<file path="src/rtl/hc_request_sched.sv">
// Round-robin scheduler sharing one read/write requestor between NUM_REQ command ports.
// Define HC_SCHED_TIMEOUT_EN to add a BUSY watchdog that aborts stuck commands.
module hc_request_sched #(
  parameter int unsigned NUM_REQ        = 2,
  parameter int unsigned TIMEOUT_CYCLES = 4096
) (
  input  logic                           clk,
  input  logic                           reset_n,
  input  logic                           enable,
  input  logic [NUM_REQ-1:0]             req_valid,
  input  logic [NUM_REQ-1:0][68:0]       req_ctrl,
  output logic [NUM_REQ-1:0]             req_grant,
  output logic [NUM_REQ-1:0]             req_done,
  output logic                           req_err,
  output logic                           out_valid,
  output logic [68:0]                    out_ctrl,
  input  logic                           out_ready,
  input  logic                           out_done,
  output logic                           busy,
  output logic [$clog2(NUM_REQ)-1:0]     owner,
  output logic                           timeout_err
);

  localparam int unsigned OwnerW = $clog2(NUM_REQ);

  // t_request_control layout: {cmd[68:66], id[65:64], size[63:32], offset[31:0]}
  localparam logic [2:0] CmdIdle       = 3'd0;
  localparam logic [2:0] CmdMaxDefined = 3'd4;

  typedef enum logic [1:0] {StIdle, StIssue, StBusy, StDone} state_e;

  state_e              state_q, state_d;
  logic [OwnerW-1:0]   rr_ptr_q, rr_ptr_d;
  logic [OwnerW-1:0]   owner_q, owner_d;
  logic [68:0]         out_ctrl_q, out_ctrl_d;
  logic                out_valid_q, out_valid_d;
  logic [NUM_REQ-1:0]  grant_q, grant_d;
  logic [NUM_REQ-1:0]  done_q, done_d;

  logic                sel_found;
  logic [OwnerW-1:0]   sel_idx;
  logic [OwnerW-1:0]   cand_idx;
  logic [68:0]         sel_ctrl;
  logic [2:0]          sel_cmd;
  logic [31:0]         sel_size;
  logic                sel_noop;
  logic [OwnerW-1:0]   rr_next;

`ifdef HC_SCHED_TIMEOUT_EN
  logic [31:0] cnt_q, cnt_d;
  logic        err_q, err_d;
  logic        req_err_q, req_err_d;
  logic        timeout_err_q, timeout_err_d;
`endif

  // First valid port at or after rr_ptr, wrapping modulo NUM_REQ.
  always_comb begin
    sel_found = 1'b0;
    sel_idx   = '0;
    cand_idx  = '0;
    for (int unsigned k = 0; k < NUM_REQ; k++) begin
      cand_idx = OwnerW'((32'(rr_ptr_q) + k) % NUM_REQ);
      if (!sel_found && req_valid[cand_idx]) begin
        sel_found = 1'b1;
        sel_idx   = cand_idx;
      end
    end
  end

  assign sel_ctrl = req_ctrl[sel_idx];
  assign sel_cmd  = sel_ctrl[68:66];
  assign sel_size = sel_ctrl[63:32];
  // Idle and undefined commands, or zero-length transfers, never reach the requestor.
  assign sel_noop = (sel_cmd == CmdIdle) || (sel_cmd > CmdMaxDefined) || (sel_size == '0);

  assign rr_next = (owner_q == OwnerW'(NUM_REQ - 1)) ? '0 : owner_q + OwnerW'(1);

  always_comb begin
    state_d     = state_q;
    rr_ptr_d    = rr_ptr_q;
    owner_d     = owner_q;
    out_ctrl_d  = out_ctrl_q;
    out_valid_d = out_valid_q;
    grant_d     = '0;
    done_d      = '0;
`ifdef HC_SCHED_TIMEOUT_EN
    cnt_d         = cnt_q;
    err_d         = err_q;
    req_err_d     = 1'b0;
    timeout_err_d = timeout_err_q;
`endif
    unique case (state_q)
      StIdle: begin
        if (enable && sel_found) begin
          grant_d[sel_idx] = 1'b1;
          out_ctrl_d       = sel_ctrl;
          owner_d          = sel_idx;
          if (sel_noop) begin
            state_d = StDone;
          end else begin
            out_valid_d = 1'b1;
            state_d     = StIssue;
          end
        end
      end
      StIssue: begin
        if (out_ready) begin
          out_valid_d = 1'b0;
          state_d     = StBusy;
`ifdef HC_SCHED_TIMEOUT_EN
          cnt_d = '0;
`endif
        end
      end
      StBusy: begin
        if (out_done) begin
          state_d = StDone;
        end
`ifdef HC_SCHED_TIMEOUT_EN
        // Abort on the edge where the counter would reach TIMEOUT_CYCLES-1.
        else if (cnt_q + 32'd1 >= 32'(TIMEOUT_CYCLES) - 32'd1) begin
          state_d = StDone;
          err_d   = 1'b1;
        end else begin
          cnt_d = cnt_q + 32'd1;
        end
`endif
      end
      StDone: begin
        done_d[owner_q] = 1'b1;
        rr_ptr_d        = rr_next;
        state_d         = StIdle;
`ifdef HC_SCHED_TIMEOUT_EN
        req_err_d = err_q;
        err_d     = 1'b0;
        if (err_q) begin
          timeout_err_d = 1'b1;
        end
`endif
      end
      default: state_d = StIdle;
    endcase
  end

  always_ff @(posedge clk or negedge reset_n) begin
    if (!reset_n) begin
      state_q     <= StIdle;
      rr_ptr_q    <= '0;
      owner_q     <= '0;
      out_ctrl_q  <= '0;
      out_valid_q <= 1'b0;
      grant_q     <= '0;
      done_q      <= '0;
    end else begin
      state_q     <= state_d;
      rr_ptr_q    <= rr_ptr_d;
      owner_q     <= owner_d;
      out_ctrl_q  <= out_ctrl_d;
      out_valid_q <= out_valid_d;
      grant_q     <= grant_d;
      done_q      <= done_d;
    end
  end

`ifdef HC_SCHED_TIMEOUT_EN
  always_ff @(posedge clk or negedge reset_n) begin
    if (!reset_n) begin
      cnt_q         <= '0;
      err_q         <= 1'b0;
      req_err_q     <= 1'b0;
      timeout_err_q <= 1'b0;
    end else begin
      cnt_q         <= cnt_d;
      err_q         <= err_d;
      req_err_q     <= req_err_d;
      timeout_err_q <= timeout_err_d;
    end
  end

  assign req_err     = req_err_q;
  assign timeout_err = timeout_err_q;
`else
  logic unused_timeout_cfg;
  assign unused_timeout_cfg = ^TIMEOUT_CYCLES;
  assign req_err            = 1'b0;
  assign timeout_err        = 1'b0;
`endif

  assign req_grant = grant_q;
  assign req_done  = done_q;
  assign out_valid = out_valid_q;
  assign out_ctrl  = out_ctrl_q;
  assign owner     = owner_q;
  assign busy      = (state_q != StIdle);

endmodule
</file>
<file path="config.mk">
export PLATFORM = sky130hd
export DESIGN_NAME = hc_request_sched
export DESIGN_NICKNAME = d
export VERILOG_FILES = /design/src/rtl/hc_request_sched.sv
export SDC_FILE = /design/constraint.sdc
export NUM_CORES = 1
export LEC_CHECK = 0
export ABC_AREA = 1
export BUFFER_PORTS_ARGS = -buffer_cell sky130_fd_sc_hd__buf_2
export CORE_ASPECT_RATIO = 2
export CORE_MARGIN = 2
export CORE_UTILIZATION = 40
export DETAILED_ROUTE_END_ITERATION = 10
export GPL_TIMING_DRIVEN = 1
export PLACE_DENSITY = 0.74
export SLEW_MARGIN = 10
export SYNTH_ARGS = -nofsm -noshare
export SYNTH_HDL_FRONTEND = slang
export SYNTH_SLANG_ARGS = --single-unit
</file>
<file path="constraint.sdc">
create_clock -name clk -period 2.5 [get_ports clk]
set_input_delay 0.375 -clock clk [delete_from_list [all_inputs] [get_ports clk]]
set_output_delay 0.375 -clock clk [all_outputs]
set_load 0.01 [all_outputs]
</file>
After elaboration in Yosys (flattened, before gate mapping)
Cells that the tools add are included.
{ "totals": {"reg_bits": 78, "in_bits": 145, "out_inout_bits": 78, "word_cells": 65} }
{ "classes": {"add_sub_neg": 2, "magnitude_cmp": 7, "eq_ne": 7, "mux": 27, "reduce_logical": 15} }
{ "ops": {"columns": ["operator", "count"], "rows": [
  ["69-bit 2-to-1 mux", 2],
  ["32-bit zero test", 1],
  ["1-bit 2-to-1 mux", 14],
  ["2-bit 2-to-1 mux", 7],
  ["1-bit by 2-bit < comparator with 1-bit output (second input constant)", 4],
  ["2-bit inequality test (second input constant)", 4],
  ["2-bit one-hot mux with 4 select lines", 1],
  ["2-bit == test (second input constant)", 2],
  ["1-bit logical AND", 4],
  ["4-bit AND reduction", 1],
  ["2-bit nonzero test", 2],
  ["3-bit > comparator (second input constant)", 1],
  ["3-bit zero test", 1],
  ["3-bit AND reduction", 1],
  ["1-bit adder (second input constant)", 2],
  ["1-bit demux with 1-bit select", 2],
  ["2-bit by 1-bit == test with 1-bit output (second input constant)", 1],
  ["1-bit >= comparator (second input constant)", 2],
  ["2-bit zero test", 1],
  ["1-bit logical OR", 2],
  ["1-bit one-hot mux with 2 select lines", 1],
  ["2-bit AND reduction", 1],
  ["1-bit zero test", 1]
]} }

Depth between registers and ports, before layout
Gate-level depths: netlist of run 1.
{ "depth": {"depth_word": 14, "depth_mapped": 16, "depth_no_buf": 15} }

Worst setup path after synthesis of run 1
Ideal clock, no wire load.
{ "synth_timing": {"path_kind": "reg2reg", "startpoint": "register state_q[0]", "endpoint": "register out_ctrl_q[10] (netlist: out_ctrl[10])", "arrival_ns": 1.603, "required_ns": 2.431, "slack_ns": 0.828, "stages_incl_launch_ff": 10, "period_less_slack_ns": 1.672, "path_cell_list": "dfrtp_1 inv_1 ha_1 inv_1 nor2_1 inv_2 nor2_2 clkbuf_1 nand2_1 nand3_1"} }
{ "synth_via": {"elab_chain_cells": 2} }
{ "synth_rtl": {"columns": ["element", "line_no", "source"], "rows": [
  ["start, declared", "32", "state_e state_q, state_d;"],
  ["start signal, assigned", "147", "state_q <= StIdle;"],
  ["start signal, assigned", "155", "state_q <= state_d;"],
  ["2-bit zero test", "92", "unique case (state_q)"],
  ["2-bit AND reduction (no source line)", null, null],
  ["end signal, assigned", "158", "out_ctrl_q <= out_ctrl_d;"],
  ["end, declared", "35", "logic [68:0] out_ctrl_q, out_ctrl_d;"]
]} }
Every way passes these cells.
A chain may end at the register's enable or synchronous reset.

Final worst setup path of run 1
{ "layout_timing": {"startpoint": "register state_q[0]", "endpoint": "register out_ctrl_q[17] (netlist: out_ctrl[17])"} }
The elaborated chain is that of the path after synthesis.

==> impl_results.html, run 1 <==
<table>
<tr><th>Metric</th><th>Value</th></tr>
<tr><th colspan="2">Status</th></tr>
<tr><td>Run status</td><td>finished clean</td></tr>
<tr><th colspan="2">Critical path</th></tr>
<tr><td>Worst path arrival time</td><td>2.12 ns</td></tr>
<tr><td>Worst setup slack for register-to-register paths</td><td>0.65 ns</td></tr>
<tr><td>Reg-to-reg critical path startpoint</td><td>state_q[0]</td></tr>
<tr><td>Endpoint required time on the critical path</td><td>2.77 ns</td></tr>
<tr><td>First element of the critical path</td><td>state_q[0]</td></tr>
<tr><td>Kind of capture point of the worst setup path</td><td>flop</td></tr>
<tr><td>Setup crit start kind</td><td>flop</td></tr>
<tr><td>Worst Path Class, Setup</td><td>reg2reg</td></tr>
<tr><td>Maximum net fanout on the critical path</td><td>36</td></tr>
<tr><th colspan="2">Timing</th></tr>
<tr><td>Setup repair after global routing missed its margin</td><td>no</td></tr>
<tr><td>Share of the cycle needed by the critical path after routing</td><td>74.1%</td></tr>
<tr><td>Worst slew margin</td><td>34.6%</td></tr>
<tr><td>Maximum clock rate</td><td>540 MHz</td></tr>
<tr><td>Slew of the pin with the lowest slew margin</td><td>0.981 ns</td></tr>
<tr><td>Setup_tns</td><td>0 ns</td></tr>
<tr><td>Hold violation total from the final report</td><td>0</td></tr>
<tr><td>Final Max Tran Viols</td><td>0</td></tr>
<tr><td>Worst path setup slack after routing</td><td>0.647 ns</td></tr>
<tr><td>Final clock skew</td><td>0.00953 ns</td></tr>
<tr><td>Total of endpoints with negative setup slack in the final report</td><td>0</td></tr>
<tr><td>Period minus WS final</td><td>1.85 ns</td></tr>
<tr><th colspan="2">Drt</th></tr>
<tr><td>Detailed-routed wire length on met3</td><td>589 um</td></tr>
<tr><td>Final wirelength</td><td>11700 um</td></tr>
<tr><td>Wire length the detailed router placed on met1</td><td>4290 um</td></tr>
<tr><td>Top layer reached by signal wires</td><td>met4</td></tr>
<tr><td>Remaining antenna violation count after routing</td><td>0</td></tr>
<tr><td>Number of DRC violations after detailed-routing iteration 0</td><td>223</td></tr>
<tr><td>TritonRoute pass-1 iters</td><td>5</td></tr>
<tr><td>Total vias in the final route</td><td>4145</td></tr>
<tr><td>Ratio of routed vias to standard cells</td><td>4.79</td></tr>
<tr><td>Count of unresolved DRC violations after routing</td><td>0</td></tr>
<tr><td>Met2 WL</td><td>6550 um</td></tr>
<tr><td>Final routed wire length divided by cell count</td><td>13.6 um</td></tr>
<tr><th colspan="2">Floorplan</th></tr>
<tr><td>Chip Height</td><td>145 um</td></tr>
<tr><td>Floorplan die area</td><td>10800 sq um</td></tr>
<tr><td>Placeable core area</td><td>9700 sq um</td></tr>
<tr><td>Count of standard-cell rows</td><td>51</td></tr>
<tr><td>Top-Level Pins</td><td>223</td></tr>
<tr><td>Width of the die</td><td>74.3 um</td></tr>
<tr><td>Starting Density</td><td>40.8%</td></tr>
<tr><th colspan="2">CTS</th></tr>
<tr><td>Cts bufs inserted</td><td>9</td></tr>
<tr><td>Clock transition time at the flip-flop clock pins of the worst setup and hold paths</td><td>0.06 ns</td></tr>
<tr><td>Root Driver</td><td>sky130_fd_sc_hd__clkbuf_16</td></tr>
<tr><td>Hold-fix buffers, CTS</td><td>0</td></tr>
<tr><td>Post-CTS setup-driven buffer insertion count</td><td>0</td></tr>
<tr><td>Post-cts repair resize count</td><td>0</td></tr>
<tr><td>Clock tree from TritonCTS</td><td>done</td></tr>
<tr><td>Number of levels in the clock H-tree</td><td>3</td></tr>
<tr><td>Clk Latency, worst-skew pair</td><td>0.34 ns</td></tr>
<tr><td>Buffer levels on the longest clock path</td><td>2</td></tr>
<tr><td>Clock sink count</td><td>78</td></tr>
<tr><th colspan="2">Global routing</th></tr>
<tr><td>Number of antenna violations at the first check in global routing</td><td>0</td></tr>
<tr><td>Aggregate global-route resource usage</td><td>21.4%</td></tr>
<tr><td>Total gr overflow</td><td>0</td></tr>
<tr><td>Via count of the first global-routing pass</td><td>3983</td></tr>
<tr><td>Maximum number of pins on one net before global-route repair</td><td>79</td></tr>
<tr><td>Global-route wire length before repair</td><td>17900 um</td></tr>
<tr><th colspan="2">Cells and area</th></tr>
<tr><td>Utilization after layout</td><td>56.2%</td></tr>
<tr><td>Layout cell share with drive strength beyond 1</td><td>34.1%</td></tr>
<tr><td>Ant diodes</td><td>0</td></tr>
<tr><td>Area Overhead vs Synth</td><td>37.7%</td></tr>
<tr><td>Net count of the finished layout</td><td>877</td></tr>
<tr><td>Fill cell instance count of the final layout</td><td>932</td></tr>
<tr><th colspan="2">Logic synthesis</th></tr>
<tr><td>Summed instance area of the synthesized netlist</td><td>3960 sq um</td></tr>
<tr><td>Synthesized instance count</td><td>518</td></tr>
<tr><td>Distinct cells, synth</td><td>24</td></tr>
<tr><td>Number of storage elements in the synthesis netlist</td><td>78</td></tr>
<tr><td>Syn_area_per_cell</td><td>7.64 sq um</td></tr>
<tr><td>Sequential-to-total area share from yosys stat</td><td>49.3%</td></tr>
<tr><td>Yosys warning count</td><td>0</td></tr>
<tr><th colspan="2">Placement</th></tr>
<tr><td>Placement-stage worst setup slack</td><td>0.618 ns</td></tr>
<tr><td>Weighted congestion reported at the end of routability-driven placement</td><td>0.884</td></tr>
<tr><td>Count of input and output buffers</td><td>220</td></tr>
<tr><td>Final HPWL DP</td><td>8890 um</td></tr>
<tr><th colspan="2">Power and ir drop</th></tr>
<tr><td>P per Cell Area</td><td>1070 nW/um^2</td></tr>
<tr><td>Static power due to leakage</td><td>3.15 nW</td></tr>
<tr><td>IR drop worst, VDD</td><td>515 uV</td></tr>
<tr><th colspan="2">Worst hold path</th></tr>
<tr><td>Path class of the lowest-slack min-delay path</td><td>in2async</td></tr>
<tr><th colspan="2">Job</th></tr>
<tr><td>Number of maximum-capacitance violations</td><td>0</td></tr>
</table>
==> layout make-up <==
cell class,instances,area (sq um),share of cell area (%)
Sequential cell,78,1950,35.8
Multi-Input combinational cell,368,1660,30.4
Timing Repair Buffer,227,1180,21.7
Clock buffer,10,239,4.38
Inverter,44,165,3.03
Tap cell,132,165,3.03
Clock inverter,6,93.8,1.72
==> power by group <==
group          internal (mW)  switching [mW]  total, mW
clock network          0.909           0.539       1.45
logic                  0.918            1.30       2.22
registers               1.84           0.320       2.16
total                   3.66            2.16       5.82
==> final timing paths <==
kind,cells after the start,end
worst max register to register,9,out_ctrl[17]
max in group asynchronous,1,out_ctrl[23]
worst min register to register,2,out_valid
worst min-delay path,1,out_ctrl[54]
worst max-delay path,9,out_ctrl[17]
min in group clk,3,out_ctrl[19]
==> per-layer routing <==
metal / track usage (%) / vias up
met2: 40.5 / 165
li1: - / 2032
met3: 2.98 / 21
met5: 0 / -
met1: 22.8 / 1927
met4: 9.30 / 0
==> synthesized netlist by cell type (all sizes together) <==
library cell / instances / area share, %
or2: 3 / 0.47
inv: 44 / 4.2
dfrtp: 78 / 49
a21boi: 1 / 0.19
nand3: 36 / 4.6
o21ai: 45 / 5.7
nand3b: 27 / 5.1
nor2: 14 / 1.5
nand2: 229 / 22
clkbuf: 12 / 1.1
o21a: 1 / 0.19
nor3: 1 / 0.13
ha: 4 / 1.3
buf: 17 / 3.7
xnor2: 1 / 0.22
a21oi: 4 / 0.51
conb: 1 / 0.095
==> worst max-delay path, cell delays in order, from the launching register on <==
cell and delay [ns]:
sky130_fd_sc_hd__dfrtp_1 0.40, sky130_fd_sc_hd__inv_1 0.11, sky130_fd_sc_hd__ha_1 0.25, sky130_fd_sc_hd__inv_1 0.13, sky130_fd_sc_hd__nor2_1 0.14, sky130_fd_sc_hd__inv_2 0.10
sky130_fd_sc_hd__nor2_2 0.09, sky130_fd_sc_hd__buf_4 0.35, sky130_fd_sc_hd__nand2_1 0.11, sky130_fd_sc_hd__nand3_1 0.10
==> state kept, by name, indices dropped and copies added (netlist names) <==
register / flops
owner: 1
out_valid: 1
out_ctrl: 69
req_done: 2
rr_ptr_q: 1
req_grant: 2
state_q: 2
==> logic make-up (layout without fill, tap and decap cells) <==
kind of cell,after synthesis,count (layout),share of synthesized area [%]
XOR/XNOR,1,1,0.221
buffers and inverters,73,287,8.98
AND/OR/NAND/NOR,310,310,33.6
AO/OA/AOI/OAI,51,51,6.57
adder cells (fa/ha/maj),4,4,1.26
flip-flops,78,78,49.3
other,1,2,0.0947
==> stage by stage <==
step / total power [mW] / std cells / instance area [sq um] / hold slack, ns
floorplan: 3.42 / 519 / 3960 / 0.0794
global placement: 4.34 / 849 / 5120 / 0.452
detailed placement: 4.41 / 849 / 5120 / 0.471
CTS: 5.87 / 865 / 5450 / 0.233
global route: 6.24 / 865 / 5450 / 0.243
finish: 5.82 / 865 / 5450 / 0.207
==> cells in the final DEF (no fill, tap or decap), types with 4 or more instances in the layout <==
cell type	synthesis	final
sky130_fd_sc_hd__o21ai_0	38	38
sky130_fd_sc_hd__nand3_1	36	36
sky130_fd_sc_hd__nand2_1	227	227
sky130_fd_sc_hd__buf_4	4	6
sky130_fd_sc_hd__nor2_1	12	12
sky130_fd_sc_hd__ha_1	4	4
sky130_fd_sc_hd__o21ai_1	7	7
sky130_fd_sc_hd__dfrtp_1	78	78
sky130_fd_sc_hd__buf_2	5	219
sky130_fd_sc_hd__inv_1	42	42
sky130_fd_sc_hd__a21oi_1	4	4
sky130_fd_sc_hd__nand3b_1	27	27
sky130_fd_sc_hd__clkbuf_16	0	9
No activity file was read; power rests on OpenSTA's default activity.
==> run 2: changes to the inputs <==
==> constraint.sdc (replaced) <==
create_clock -name clk -period 1.8 [get_ports clk]
set_input_delay 0.27 -clock clk [delete_from_list [all_inputs] [get_ports clk]]
set_output_delay 0.27 -clock clk [all_outputs]
set_load 0.01 [all_outputs]
==> impl_results.html, run 2 (synthesis gave the netlist of run 1 again) <==
<table>
<tr><th>Metric</th><th>Value</th></tr>
<tr><th colspan="2">CTS</th></tr>
<tr><td>Number of levels in the clock H-tree</td><td>3 (unchanged)</td></tr>
<tr><td>Cts bufs inserted</td><td>9 (unchanged)</td></tr>
<tr><td>Clock transition time at the flip-flop clock pins of the worst setup and hold paths</td><td>0.06 ns (about the same)</td></tr>
<tr><td>Root Driver</td><td>sky130_fd_sc_hd__clkbuf_16</td></tr>
<tr><td>Clock sink count</td><td>78 (unchanged)</td></tr>
<tr><td>Buffer levels on the longest clock path</td><td>2 (unchanged)</td></tr>
<tr><td>Clk Latency, worst-skew pair</td><td>0.34 ns (about the same)</td></tr>
<tr><td>Clock tree from TritonCTS</td><td>done</td></tr>
<tr><th colspan="2">Floorplan</th></tr>
<tr><td>Chip Height</td><td>145 um (unchanged)</td></tr>
<tr><td>Floorplan die area</td><td>10800 sq um (unchanged)</td></tr>
<tr><td>Placeable core area</td><td>9700 sq um (unchanged)</td></tr>
<tr><td>Top-Level Pins</td><td>223 (unchanged)</td></tr>
<tr><td>Count of standard-cell rows</td><td>51 (unchanged)</td></tr>
<tr><td>Width of the die</td><td>74.3 um (unchanged)</td></tr>
<tr><td>Starting Density</td><td>40.8% (unchanged)</td></tr>
<tr><th colspan="2">Critical path</th></tr>
<tr><td>Reg2Reg Capture Point</td><td>out_valid</td></tr>
<tr><td>Worst setup slack for register-to-register paths</td><td>-0.07 ns (-0.71 ns)</td></tr>
<tr><td>First element of the critical path</td><td>rr_ptr_q</td></tr>
<tr><td>Worst path arrival time</td><td>2.09 ns (-0.03 ns)</td></tr>
<tr><td>Kind of capture point of the worst setup path</td><td>flop</td></tr>
<tr><td>Reg-to-reg critical path startpoint</td><td>rr_ptr_q</td></tr>
<tr><td>Endpoint required time on the critical path</td><td>2.02 ns (-0.75 ns)</td></tr>
<tr><td>Worst setup path endpoint</td><td>out_valid</td></tr>
<tr><td>Maximum net fanout on the critical path</td><td>7 (-81%)</td></tr>
<tr><td>Setup crit start kind</td><td>flop</td></tr>
<tr><td>Worst Path Class, Setup</td><td>reg2reg</td></tr>
<tr><td>Number of cells on the worst reg-to-reg path</td><td>15 (+6)</td></tr>
<tr><th colspan="2">Timing</th></tr>
<tr><td>Period minus WS final</td><td>1.87 ns (+0.0129 ns)</td></tr>
<tr><td>Setup repair after global routing missed its margin</td><td>yes</td></tr>
<tr><td>Share of the cycle needed by the critical path after routing</td><td>104% (+30 points)</td></tr>
<tr><td>Final clock skew</td><td>0.00729 ns (-0.00225 ns)</td></tr>
<tr><td>Total of endpoints with negative setup slack in the final report</td><td>2 (+2)</td></tr>
<tr><td>Hold violation total from the final report</td><td>0 (unchanged)</td></tr>
<tr><td>Worst path setup slack after routing</td><td>-0.0660 ns (-0.713 ns)</td></tr>
<tr><td>Final Max Tran Viols</td><td>0 (unchanged)</td></tr>
<tr><td>Maximum clock rate</td><td>536 MHz (-0.69%)</td></tr>
<tr><td>Setup_tns</td><td>-0.122 ns (-0.122 ns)</td></tr>
<tr><td>Final Hold Slack</td><td>0.139 ns (-0.0676 ns)</td></tr>
<tr><th colspan="2">Job</th></tr>
<tr><td>Number of maximum-capacitance violations</td><td>0 (unchanged)</td></tr>
<tr><th colspan="2">Drt</th></tr>
<tr><td>Count of unresolved DRC violations after routing</td><td>0 (unchanged)</td></tr>
<tr><td>Final wirelength</td><td>13000 um (+11%)</td></tr>
<tr><td>Total vias in the final route</td><td>4333 (+4.5%)</td></tr>
<tr><td>Number of DRC violations after detailed-routing iteration 0</td><td>335 (+50%)</td></tr>
<tr><td>Final routed wire length divided by cell count</td><td>14.7 um (+8.6%)</td></tr>
<tr><td>TritonRoute pass-1 iters</td><td>4 (-1)</td></tr>
<tr><td>Remaining antenna violation count after routing</td><td>0 (unchanged)</td></tr>
<tr><td>Ratio of routed vias to standard cells</td><td>4.91 (+2.5%)</td></tr>
<tr><th colspan="2">Global routing</th></tr>
<tr><td>Global-route wire length before repair</td><td>18200 um (+1.9%)</td></tr>
<tr><td>Via count of the first global-routing pass</td><td>4014 (+0.78%)</td></tr>
<tr><td>Aggregate global-route resource usage</td><td>22.3% (+0.86 points)</td></tr>
<tr><td>Number of antenna violations at the first check in global routing</td><td>1 (+1)</td></tr>
<tr><td>Total gr overflow</td><td>0 (unchanged)</td></tr>
<tr><td>Maximum number of pins on one net before global-route repair</td><td>54 (-32%)</td></tr>
<tr><th colspan="2">Cells and area</th></tr>
<tr><td>Number of flip-flops under the largest register name</td><td>69 (unchanged)</td></tr>
<tr><td>Area Overhead vs Synth</td><td>46.3%</td></tr>
<tr><td>Fill cell instance count of the final layout</td><td>868 (-6.9%)</td></tr>
<tr><td>Net count of the finished layout</td><td>893 (+1.8%)</td></tr>
<tr><td>Layout cell share with drive strength beyond 1</td><td>37.5% (+3.4 points)</td></tr>
<tr><td>Highest-count cells in the layout ignoring fill and taps</td><td>219 x sky130_fd_sc_hd__nand2_1, 219 x sky130_fd_sc_hd__buf_2, 78 x sky130_fd_sc_hd__dfrtp_1</td></tr>
<tr><th colspan="2">Power and ir drop</th></tr>
<tr><td>Static power due to leakage</td><td>3.29 nW (+4.5%)</td></tr>
<tr><td>P per Cell Area</td><td>1430 nW/um^2 (+34%)</td></tr>
<tr><td>IR drop worst, VDD</td><td>721 uV (+40%)</td></tr>
<tr><th colspan="2">Placement</th></tr>
<tr><td>Final HPWL DP</td><td>9090 um (+2.2%)</td></tr>
<tr><td>Weighted congestion reported at the end of routability-driven placement</td><td>0.893 (+1.0%)</td></tr>
<tr><td>Count of input and output buffers</td><td>220 (unchanged)</td></tr>
<tr><th colspan="2">Worst hold path</th></tr>
<tr><td>Path class of the lowest-slack min-delay path</td><td>in2reg</td></tr>
<tr><th colspan="2">Status</th></tr>
<tr><td>Violations in the final reports</td><td>negative setup slack</td></tr>
<tr><td>Run status</td><td>finished with violations</td></tr>
</table>
==> run 2: cell count changes in the layout (fill, tap and decap cells not counted), moves of 2 or more <==
cell / previous run / this run
sky130_fd_sc_hd__nand2_1: 227 / 219
sky130_fd_sc_hd__nand2_2: 2 / 7
sky130_fd_sc_hd__nor2_2: 2 / 4
sky130_fd_sc_hd__buf_6: 0 / 4
sky130_fd_sc_hd__buf_12: 2 / 7
sky130_fd_sc_hd__o21ai_2: 0 / 5
sky130_fd_sc_hd__clkbuf_16: 9 / 13
sky130_fd_sc_hd__nand2_4: 0 / 2
sky130_fd_sc_hd__nor2_1: 12 / 10
sky130_fd_sc_hd__o21ai_1: 7 / 3
==> run 2: cell type report <==
| type | count | area [sq um] | share of cell area (%) |
|---|---|---|---|
| flip-flops and latches | 78 | 1950 | 33.7 |
| clock inverters | 5 | 58.8 | 1.02 |
| multi-input cells | 368 | 1740 | 30.0 |
| well taps | 132 | 165 | 2.85 |
| repair buffers | 243 | 1470 | 25.4 |
| inverters | 44 | 165 | 2.85 |
| clock buffers | 11 | 243 | 4.19 |
| diodes | 1 | 2.50 | 0.0432 |
==> run 2: what timing repair did <==
item                                    in CTS  in global routing
hold endpoints to repair                    35                  0
buffers inserted                             1                  3
gates resized for setup                      4                 22
pin swaps                                    3                 12
endpoints found under the setup margin       1                 36
cloned                                       1                  6
hold buffers                                 1                  0
==> run 2: worst min-delay path by stage <==
stage                 startpoint      endpoint  slack [ns]  cells past startpoint
finish              req_ctrl[69]   out_ctrl[0]        0.14                      3
floorplan                reset_n   out_ctrl[0]       -0.03                      0
CTS                 req_ctrl[69]   out_ctrl[0]        0.13                      3
global placement         reset_n  out_ctrl[56]        0.26                      1
global route        req_ctrl[94]  out_ctrl[25]        0.13                      3
detailed placement       reset_n  out_ctrl[56]        0.27                      1
==> run 2: power breakdown <==
group / switching, mW / internal (mW) / leakage, nW
logic: 1.96 / 1.51 / 2.17
registers: 0.449 / 2.55 / 0.977
clock network: 0.712 / 1.11 / 0.142
==> run 2: critical path, cell delays in order, from the launching register on <==
cell,delay (ns)
sky130_fd_sc_hd__dfrtp_1,0.34
sky130_fd_sc_hd__inv_2,0.05
sky130_fd_sc_hd__nand2_4,0.08
sky130_fd_sc_hd__nand2_8,0.11
sky130_fd_sc_hd__buf_12,0.16
sky130_fd_sc_hd__buf_6,0.12
sky130_fd_sc_hd__o21ai_2,0.14
sky130_fd_sc_hd__nand2_1,0.10
sky130_fd_sc_hd__nor2_1,0.15
sky130_fd_sc_hd__nand2_1,0.09
sky130_fd_sc_hd__nor2_2,0.11
sky130_fd_sc_hd__nand2_1,0.06
sky130_fd_sc_hd__nand2_1,0.07
sky130_fd_sc_hd__nand2_2,0.06
sky130_fd_sc_hd__nand3_1,0.06
sky130_fd_sc_hd__nand2_1,0.05
==> run 2: per-stage QoR <==
| step | area [sq um] | cells | worst slack (ns) | utilization, % | power [mW] |
|---|---|---|---|---|---|
| 5_1_grt | 5790 | 882 | -0.249 | 59.7 | 8.86 |
| 3_3_place_gp | 5210 | 853 | 0.0394 | 53.7 | 6.09 |
| 3_5_place_dp | 5210 | 853 | -0.00129 | 53.7 | 6.19 |
| 2_1_floorplan | 3960 | 519 | 0.128 | - | 4.74 |
| 4_1_cts | 5570 | 872 | 0.0127 | 57.4 | 8.10 |
| 6_report | 5790 | 882 | -0.0660 | 59.7 | 8.29 |
==> run 2: per-layer routing <==
metal  part of all wire (%)  vias to the layer above  global-route usage (%)  routed length (um)
li1                       -                     2071                       -                   -
met1                     34                     1993                    23.8                4430
met5                      0                        -                       0                   0
met4                    5.3                        0                    12.1                 692
met2                     55                      217                    40.7                7150
met3                    5.6                       52                    3.25                 734
==> run 3: changes to the inputs <==
--- a/config.mk
+++ b/config.mk
@@ -8,7 +8,6 @@
 export ABC_AREA = 1
 export BUFFER_PORTS_ARGS = -buffer_cell sky130_fd_sc_hd__buf_2
 export CORE_ASPECT_RATIO = 2
-export CORE_MARGIN = 2
 export CORE_UTILIZATION = 40
 export DETAILED_ROUTE_END_ITERATION = 10
 export GPL_TIMING_DRIVEN = 1
==> impl_results.html, run 3 (synthesis gave the netlist of run 1 again) <==
<table>
<tr><th>Metric</th><th>Value</th></tr>
<tr><th colspan="2">Power and ir drop</th></tr>
<tr><td>P per Cell Area</td><td>1440 nW/um^2 (+0.55%)</td></tr>
<tr><td>IR drop worst, VDD</td><td>723 uV (+0.28%)</td></tr>
<tr><td>Static power due to leakage</td><td>3.31 nW (+0.53%)</td></tr>
<tr><td>Total power draw</td><td>8.40 mW (+1.4%)</td></tr>
<tr><th colspan="2">Timing</th></tr>
<tr><td>Hold violation total from the final report</td><td>0 (unchanged)</td></tr>
<tr><td>Final Max Tran Viols</td><td>0 (unchanged)</td></tr>
<tr><td>Setup_tns</td><td>-0.0200 ns (+0.102 ns)</td></tr>
<tr><td>Setup repair after global routing missed its margin</td><td>yes</td></tr>
<tr><td>Share of the cycle needed by the critical path after routing</td><td>101% (-2.8 points)</td></tr>
<tr><td>Period minus WS final</td><td>1.81 ns (-0.0510 ns)</td></tr>
<tr><td>Final clock skew</td><td>0.00802 ns (+0.000736 ns)</td></tr>
<tr><td>Final Hold Slack</td><td>0.144 ns (+0.00460 ns)</td></tr>
<tr><td>Total of endpoints with negative setup slack in the final report</td><td>2 (unchanged)</td></tr>
<tr><td>Maximum clock rate</td><td>551 MHz (+2.8%)</td></tr>
<tr><td>Worst path setup slack after routing</td><td>-0.0150 ns (+0.0510 ns)</td></tr>
<tr><th colspan="2">Cells and area</th></tr>
<tr><td>Layout cell share with drive strength beyond 1</td><td>36.7% (-0.80 points)</td></tr>
<tr><td>Area of the multi-input gates</td><td>1710 sq um (-1.2%)</td></tr>
<tr><td>Sequential cell area</td><td>1950 sq um (unchanged)</td></tr>
<tr><td>Net count of the finished layout</td><td>894 (+0.11%)</td></tr>
<tr><td>Utilization after layout</td><td>60.2% (+0.49 points)</td></tr>
<tr><td>Final Non-Filler Cells</td><td>883 (+0.11%)</td></tr>
<tr><td>Highest-count cells in the layout ignoring fill and taps</td><td>225 x sky130_fd_sc_hd__nand2_1, 219 x sky130_fd_sc_hd__buf_2, 78 x sky130_fd_sc_hd__dfrtp_1</td></tr>
<tr><td>Final cell area excluding filler cells</td><td>5840 sq um (+0.82%)</td></tr>
<tr><td>Area Overhead vs Synth</td><td>47.5%</td></tr>
<tr><td>Most common library cell in the layout ignoring fill and taps</td><td>sky130_fd_sc_hd__nand2_1</td></tr>
<tr><td>Fill cell instance count of the final layout</td><td>893 (+2.9%)</td></tr>
<tr><td>Number of flip-flops under the largest register name</td><td>69 (unchanged)</td></tr>
<tr><th colspan="2">Drt</th></tr>
<tr><td>Final wirelength</td><td>12900 um (-1.1%)</td></tr>
<tr><td>Remaining antenna violation count after routing</td><td>0 (unchanged)</td></tr>
<tr><td>Final routed wire length divided by cell count</td><td>14.6 um (-1.2%)</td></tr>
<tr><td>Count of unresolved DRC violations after routing</td><td>0 (unchanged)</td></tr>
<tr><td>TritonRoute pass-1 iters</td><td>4 (unchanged)</td></tr>
<tr><td>Ratio of routed vias to standard cells</td><td>4.92 (+0.21%)</td></tr>
<tr><td>Number of DRC violations after detailed-routing iteration 0</td><td>315 (-6.0%)</td></tr>
<tr><td>Total vias in the final route</td><td>4347 (+0.32%)</td></tr>
<tr><th colspan="2">Global routing</th></tr>
<tr><td>Total gr overflow</td><td>0 (unchanged)</td></tr>
<tr><td>Number of antenna violations at the first check in global routing</td><td>2 (+1)</td></tr>
<tr><td>Aggregate global-route resource usage</td><td>23.4% (+1.1 points)</td></tr>
<tr><td>Global-route wire length before repair</td><td>18600 um (+2.2%)</td></tr>
<tr><td>Via count of the first global-routing pass</td><td>4120 (+2.6%)</td></tr>
<tr><td>Maximum number of pins on one net before global-route repair</td><td>79 (+46%)</td></tr>
<tr><th colspan="2">Critical path</th></tr>
<tr><td>Maximum net fanout on the critical path</td><td>8 (+1)</td></tr>
<tr><td>First element of the critical path</td><td>rr_ptr_q</td></tr>
<tr><td>Cell with the most instances on the worst path</td><td>sky130_fd_sc_hd__nand2_1</td></tr>
<tr><td>Slowest cell on the critical path</td><td>sky130_fd_sc_hd__dfrtp_1</td></tr>
<tr><td>CP peak stage delay</td><td>0.38 ns (+0.04 ns)</td></tr>
<tr><td>Worst path arrival time</td><td>2.03 ns (-0.06 ns)</td></tr>
<tr><td>Reg-to-reg critical path startpoint</td><td>rr_ptr_q</td></tr>
<tr><td>Endpoint required time on the critical path</td><td>2.02 ns (about the same)</td></tr>
<tr><td>Setup crit start kind</td><td>flop</td></tr>
<tr><td>Kind of capture point of the worst setup path</td><td>flop</td></tr>
<tr><td>Chain of cells forming the critical path</td><td>inv_2, nand2_4, nand2_4, buf_12, buf_4, nand2_1, nand2_1, nand2_1, nor2_2, nand2_1, nor2_1, nand2_1, nand2_1, nand2_2, nand3_1, nand2_1</td></tr>
<tr><td>Worst Path Class, Setup</td><td>reg2reg</td></tr>
<tr><th colspan="2">Worst hold path</th></tr>
<tr><td>Hold wc startpoint</td><td>req_ctrl[72]</td></tr>
<tr><td>Path class of the lowest-slack min-delay path</td><td>in2reg</td></tr>
<tr><th colspan="2">CTS</th></tr>
<tr><td>Cts bufs inserted</td><td>9 (unchanged)</td></tr>
<tr><td>Clock sink count</td><td>78 (unchanged)</td></tr>
<tr><td>Buffer levels on the longest clock path</td><td>2 (unchanged)</td></tr>
<tr><td>Clock tree from TritonCTS</td><td>done</td></tr>
<tr><td>Clock transition time at the flip-flop clock pins of the worst setup and hold paths</td><td>0.06 ns (about the same)</td></tr>
<tr><td>Number of levels in the clock H-tree</td><td>3 (unchanged)</td></tr>
<tr><td>Root Driver</td><td>sky130_fd_sc_hd__clkbuf_16</td></tr>
<tr><td>Clk Latency, worst-skew pair</td><td>0.33 ns (about the same)</td></tr>
<tr><th colspan="2">Placement</th></tr>
<tr><td>Cell area after placement</td><td>5230 sq um (+0.38%)</td></tr>
<tr><td>Placed cell count</td><td>854 (+0.12%)</td></tr>
<tr><td>Placement-stage worst setup slack</td><td>-0.0591 ns (-0.0578 ns)</td></tr>
<tr><td>Weighted congestion reported at the end of routability-driven placement</td><td>0.880 (-1.4%)</td></tr>
<tr><td>Count of input and output buffers</td><td>220 (unchanged)</td></tr>
<tr><td>Final HPWL DP</td><td>8690 um (-4.3%)</td></tr>
<tr><th colspan="2">Floorplan</th></tr>
<tr><td>Width of the die</td><td>72.3 um (-2.7%)</td></tr>
<tr><td>Starting Density</td><td>40.8% (unchanged)</td></tr>
<tr><td>Top-Level Pins</td><td>223 (unchanged)</td></tr>
<tr><td>Placeable core area</td><td>9700 sq um (unchanged)</td></tr>
<tr><td>Count of standard-cell rows</td><td>51 (unchanged)</td></tr>
<tr><td>Chip Height</td><td>143 um (-1.4%)</td></tr>
<tr><td>Floorplan die area</td><td>10300 sq um (-4.0%)</td></tr>
<tr><th colspan="2">Status</th></tr>
<tr><td>Run status</td><td>finished with violations</td></tr>
<tr><td>Violations in the final reports</td><td>negative setup slack</td></tr>
<tr><th colspan="2">Job</th></tr>
<tr><td>Number of maximum-capacitance violations</td><td>0 (unchanged)</td></tr>
</table>
==> run 3: area by class of cell <==
| class | count | area share, % |
|---|---|---|
| well taps | 132 | 2.83 |
| clock inverters | 6 | 1.50 |
| repair buffers | 244 | 26.1 |
| inverters | 44 | 2.83 |
| flip-flops and latches | 78 | 33.4 |
| multi-input cells | 368 | 29.3 |
| clock buffers | 9 | 3.86 |
| diodes | 2 | 0.0857 |
==> run 3: report_power, final <==
part	switching [mW]	internal (mW)	total [mW]
logic	1.97	1.54	3.51
registers	0.444	2.55	3.00
clock network	0.692	1.20	1.90
total	3.11	5.29	8.40
==> run 3: per-layer routing <==
layer / part of all wire (%) / up-vias / GRT usage [%] / wire length [um]
li1: - / 2069 / - / -
met1: 35 / 2037 / 24.6 / 4490
met2: 56 / 201 / 43.7 / 7190
met3: 4.5 / 40 / 3.39 / 575
met4: 4.7 / 0 / 11.8 / 609
met5: 0 / - / 0 / 0
==> run 3: worst max-delay path: cells and delay by family, from the launching register on <==
kind,cells,cell delay [ns]
buffers and inverters,3,0.34
DFF,1,0.38
and+or+nand+nor,13,0.95
==> run 3: path summary, 6_finish.rpt <==
path	slack, ns	cells past startpoint	end
min in group asynchronous	0.50	3	out_ctrl[51]
hold / removal	0.14	3	out_ctrl[3]
max in group asynchronous	0.96	3	out_ctrl[17]
setup reg to reg	-0.01	16	out_valid
hold reg to reg	0.47	2	out_valid
setup / recovery	-0.01	16	out_valid
==> run 3: what timing repair did <==
action	4_1_cts	5_1_grt
resized for setup	11	8
buffers inserted	4	1
hold buffers	1	0
pin swaps	6	9
gates cloned	2	5
endpoints found under the setup margin	2	37
hold endpoints to repair	78	0
